`src/rtl/flit_router_port.sv`:
```
// Wormhole router input port: buffers the NI flit stream and steers each packet to one of four channels.
// Optional STRIP_HEADER_EN drops the header flit at decode instead of forwarding it.
module flit_router_port #(
    parameter int          DEPTH   = 4,
    parameter logic [5:0]  HDR_TAG = 6'b101111,
    parameter logic [7:0]  TRAILER = 8'hFF
) (
    input  logic       clk,
    input  logic       rst_n,
    input  logic [7:0] in_flit,
    input  logic       in_valid,
    output logic       in_ready,
    output logic [7:0] out_flit,
    output logic [3:0] out_valid,
    input  logic [3:0] out_ready,
    output logic       pkt_active,
    output logic [7:0] drop_count
);

    localparam int AW = $clog2(DEPTH);

    typedef enum logic {IDLE, FWD} state_t;

    state_t      state;
    logic [1:0]  dest;
    logic [2:0]  flit_cnt;
    logic [7:0]  mem [DEPTH];
    logic [AW:0] wr_ptr;
    logic [AW:0] rd_ptr;

    logic       empty;
    logic       full;
    logic [7:0] head;
    logic       hdr_ok;
    logic       fwd_valid;
    logic       hs;
    logic       drop;
    logic       strip;
    logic       pop;
    logic       push;
    logic       close;

`ifdef STRIP_HEADER_EN
    localparam logic [2:0] CNT_START = 3'd1;
    assign strip = (state == IDLE) && !empty && hdr_ok;
`else
    localparam logic [2:0] CNT_START = 3'd0;
    assign strip = 1'b0;
`endif

    assign empty     = (wr_ptr == rd_ptr);
    assign full      = (wr_ptr[AW-1:0] == rd_ptr[AW-1:0]) && (wr_ptr[AW] != rd_ptr[AW]);
    assign head      = mem[rd_ptr[AW-1:0]];
    assign hdr_ok    = (head[7:2] == HDR_TAG);
    assign fwd_valid = (state == FWD) && !empty;
    assign hs        = fwd_valid && out_ready[dest];
    assign drop      = (state == IDLE) && !empty && !hdr_ok;
    assign pop       = hs || drop || strip;
    assign push      = in_valid && !full;
    // Closing flit: a trailer after the first flit, or the sixth flit of the packet regardless of value.
    assign close     = hs && (((flit_cnt != 3'd0) && (head == TRAILER)) || (flit_cnt == 3'd5));

    assign in_ready   = !full;
    assign out_flit   = fwd_valid ? head : 8'h00;
    assign out_valid  = fwd_valid ? (4'b0001 << dest) : 4'b0000;
    assign pkt_active = (state == FWD);

    always_ff @(posedge clk) begin
        if (push) begin
            mem[wr_ptr[AW-1:0]] <= in_flit;
        end
    end

    always_ff @(posedge clk or negedge rst_n) begin
        if (!rst_n) begin
            wr_ptr <= '0;
            rd_ptr <= '0;
        end else begin
            if (push) begin
                wr_ptr <= wr_ptr + 1'b1;
            end
            if (pop) begin
                rd_ptr <= rd_ptr + 1'b1;
            end
        end
    end

    always_ff @(posedge clk or negedge rst_n) begin
        if (!rst_n) begin
            state      <= IDLE;
            dest       <= 2'd0;
            flit_cnt   <= 3'd0;
            drop_count <= 8'd0;
        end else begin
            case (state)
                IDLE: begin
                    if (!empty) begin
                        if (hdr_ok) begin
                            dest     <= head[1:0];
                            flit_cnt <= CNT_START;
                            state    <= FWD;
                        end else if (drop_count != 8'hFF) begin
                            drop_count <= drop_count + 8'd1;
                        end
                    end
                end
                FWD: begin
                    if (hs) begin
                        flit_cnt <= flit_cnt + 3'd1;
                        if (close) begin
                            state <= IDLE;
                        end
                    end
                end
            endcase
        end
    end

endmodule

```
`config.mk`:
```
export PLATFORM = sky130hd
export DESIGN_NAME = flit_router_port
export DESIGN_NICKNAME = d
export VERILOG_FILES = /design/src/rtl/flit_router_port.sv
export SDC_FILE = /design/constraint.sdc
export NUM_CORES = 1
export LEC_CHECK = 0
export ABC_AREA = 1
export CORE_MARGIN = 2
export CORE_UTILIZATION = 50
export DETAILED_ROUTE_END_ITERATION = 12
export HOLD_SLACK_MARGIN = 0.15
export PLACE_DENSITY = 0.8
export SLEW_MARGIN = 10
export SYNTH_ARGS = -nofsm -noshare
export SYNTH_HDL_FRONTEND = slang
export SYNTH_SLANG_ARGS = --single-unit
```
`constraint.sdc`:
```
create_clock -name clk -period 2.75 [get_ports clk]
set_clock_uncertainty 0.2 [all_clocks]
set_input_delay 0.275 -clock clk [delete_from_list [all_inputs] [get_ports clk]]
set_output_delay 0.275 -clock clk [all_outputs]
set_load 0.02 [all_outputs]
```
==> results.md <==
- Share of cells above drive strength 1: 10.31%
- Endpoints failing setup: 0
- Sequence of cells on the critical path: xnor2_1 -> nand3_1 -> nand2_2 -> nor3_1 -> clkdlybuf4s50_1
- Mean Syn Cell Area: 9.758 µm²
- Initial drt markers: 138
- Synthesized cell area: 0.002664 mm²
- FMAX: 0.3864 GHz
- Rel. slew slack: 61.52%
- Slowest CP cell: clkdlybuf4s50_1
- Maximum fanout along the worst path: 12
- CP endpoint kind: output port
- WL final: 5276 µm
- Pin count of the biggest net entering global routing: 21
- Critical Path AT: 2110 ps
- Worst skew pair latency: 310 ps
- Combinational Power Share: 55.2%
- Initial antenna violation count: 0
- Remaining antenna violation count: 0
- P_leak: 1.441 nW
- Die X: 76.99 µm
- CP Data Required Time: 2280 ps
- Status: complete, no violations
- Syn. warnings: 0
- Post-DP HPWL: 3796 µm
- GRT Total Usage: 19.00%
- Cts bufs inserted: 5
- Area of the core: 0.005140 mm²
- Total die area: 0.005927 mm²
- Pwr dens: 1151 mW/mm²
- Row cnt: 26
- Routed WL per cell: 13.53 µm
- Clk slew on worst S/H paths: 90 ps
- Critical path class: reg -> out
- DRC violation count after routing: 0
- Delay-heaviest family, CP: buffers and inverters
- Synthesized net count: 297
- Die Ht: 76.99 µm
- Crit path launch type: register
- I/O pin total: 37
- Slew Viols, Final: 0
- Post-DP Area: 0.003115 mm²
- Seq/Total Area, Yosys: 54.86%
- Fill cells: 445
- Final instance area: 0.003219 mm²
- Max Root-Sink Buffers: 2
- WP buf/inv: 1
- Ant diodes: 0
- Starting density of the core: 51.83%
- First-pass DRT Iterations: 4
- Type of the tightest min-delay check: reg -> reg
- Global placement routability congestion: 0.7817
- Vias in the first global route: 1,892
- Total global routing overflow: 0
- I/O Buffers: 36
- Root Driver: clkbuf_8
- Register area: 0.001461 mm²
- Pint: 2.038 mW
- Vias per cell: 5.005
- Sw frac: 44.97%
- Setup TNS: 0 ps
- Area grow syn2layout: 20.85%
- Footprint of the multi-input gates: 0.001032 mm²
- H-tree Lvls: 2
- Switching pwr: 1.666 mW
- Worst IR Drop VDD: 0.0005781 V
- RSZ-0062 raised after global routing: false
- First-pass GRT wire length: 8859 µm
- Flop pwr share: 32.9%
- Period minus WS final: 2588 ps
- Clock share of power: 11.9%
- TritonCTS clock tree: done
- Max stage delay on crit path: 650 ps
- Hold Fails Final Rpt: 0
- Vias: 1,952
- Max_cap viols: 0
- Synth Register Bits: 52
- Unique masters post-synth: 30
- Sink Count: 52
- Layout Nets: 343
- Worst Tran Pin Value: 576.6 ps
- Cell count after synthesis: 273
- Period utilization: 94.10%
-- power groups by stage --
stage / clock network [mW] / logic, mW / registers (mW)
after floorplan: 0 / 1.38 / 1.25
after global routing: 0.481 / 2.24 / 1.25
final: 0.441 / 2.04 / 1.22
after CTS: 0.451 / 2.06 / 1.22
after detailed placement: 0 / 2.05 / 1.23
after global placement: 0 / 2.00 / 1.22
-- layout make-up --
class | instances | area share, %
Sequential cell | 52 | 45.39
Multi-Input combinational cell | 184 | 32.06
Timing Repair Buffer | 45 | 13.37
Inverter | 31 | 3.614
Tap cell | 70 | 2.721
Clock buffer | 5 | 2.138
Clock inverter | 3 | 0.6996
-- placed cells by master, fill, tap and decap left out, types with 2 or more instances in the layout --
| cell | n |
|---|---|
| edfxtp_1 | 32 |
| clkbuf_8 | 5 |
| o21ai_1 | 2 |
| nand2_8 | 2 |
| nor2_1 | 16 |
| nand2_2 | 6 |
| nand2_1 | 78 |
| clkdlybuf4s50_1 | 36 |
| a21oi_1 | 6 |
| inv_2 | 2 |
| ha_1 | 9 |
| nand3_1 | 28 |
| nor3_1 | 4 |
| xnor2_1 | 7 |
| nand3_4 | 2 |
| nand4_1 | 9 |
| xor2_1 | 6 |
| inv_1 | 29 |
| dfrtp_1 | 20 |
| buf_4 | 8 |
-- layer usage --
metal	vias up	share of wire, %	track usage [%]
li1	983	-	-
met1	930	47	24.79
met2	34	49	32.46
met3	5	2.9	3.059
met4	0	0.93	6.250
met5	-	0	0
-- metrics by stage --
stage               hold slack (ps)  cells  setup WS (ps)  power, mW  util [%]
floorplan                    -220.6    273          635.8      2.631         -
global placement              287.2    381          440.4      3.218     60.61
detailed placement            304.6    381          348.6      3.285     60.61
CTS                           320.8    390          14.22      3.726     62.59
global route                  342.5    390          8.602      3.974     62.63
finish                        327.3    390          162.2      3.704     62.63
-- sequential cells by signal (all words and copies together), names as in the netlist --
register / flops
rd_ptr: 3
drop_count: 8
mem: 32
flit_cnt: 3
pkt_active: 1
dest: 2
wr_ptr: 3
-- worst paths after layout --
kind / from / endpoint / slack [ps] / cells past startpoint
worst min-delay path: wr_ptr[2]$_DFFE_PN0P_ / wr_ptr[2]$_DFFE_PN0P_ / 330 / 1
worst max register to register: rd_ptr[0]$_DFFE_PN0P_ / rd_ptr[0]$_DFFE_PN0P_ / 710 / 11
min in group asynchronous: rst_n / dest[1]$_DFFE_PN0P_ / 640 / 3
max in group asynchronous: rst_n / rd_ptr[0]$_DFFE_PN0P_ / 1490 / 3
worst max-delay path: rd_ptr[0]$_DFFE_PN0P_ / out_valid[2] / 160 / 5
worst min register to register: wr_ptr[2]$_DFFE_PN0P_ / wr_ptr[2]$_DFFE_PN0P_ / 330 / 1
-- logic make-up after synthesis --
| family | share of synthesized area (%) |
|---|---|
| adder cells (fa/ha/maj) | 4.227 |
| XOR/XNOR | 4.274 |
| AND/OR/NAND/NOR | 28.14 |
| AO/OA/AOI/OAI | 2.020 |
| buffers and inverters | 6.481 |
| flip-flops | 54.86 |
-- timing repair --
item	CTS	global route
endpoints found under the setup margin	0	7
hold endpoints to repair	20	0
hold buffers	1	0
resized for setup	0	1
setup buffers	0	0
-- Yosys cell counts, drive strengths merged --
cell	n	area, µm²
dfrtp	20	500.5
nand4	9	56.30
xor2	6	52.55
ha	9	112.6
edfxtp	32	960.9
o21ai	4	23.77
nand2	87	379.1
a21oi	6	30.03
nor2	18	91.34
inv	31	116.4
buf	5	52.54
nor3	4	20.02
nand3b	1	7.510
and2	3	20.03
nand3	30	175.2
xnor2	7	61.31
clkbuf	1	3.750
No activity file was read; power rests on OpenSTA's default activity.
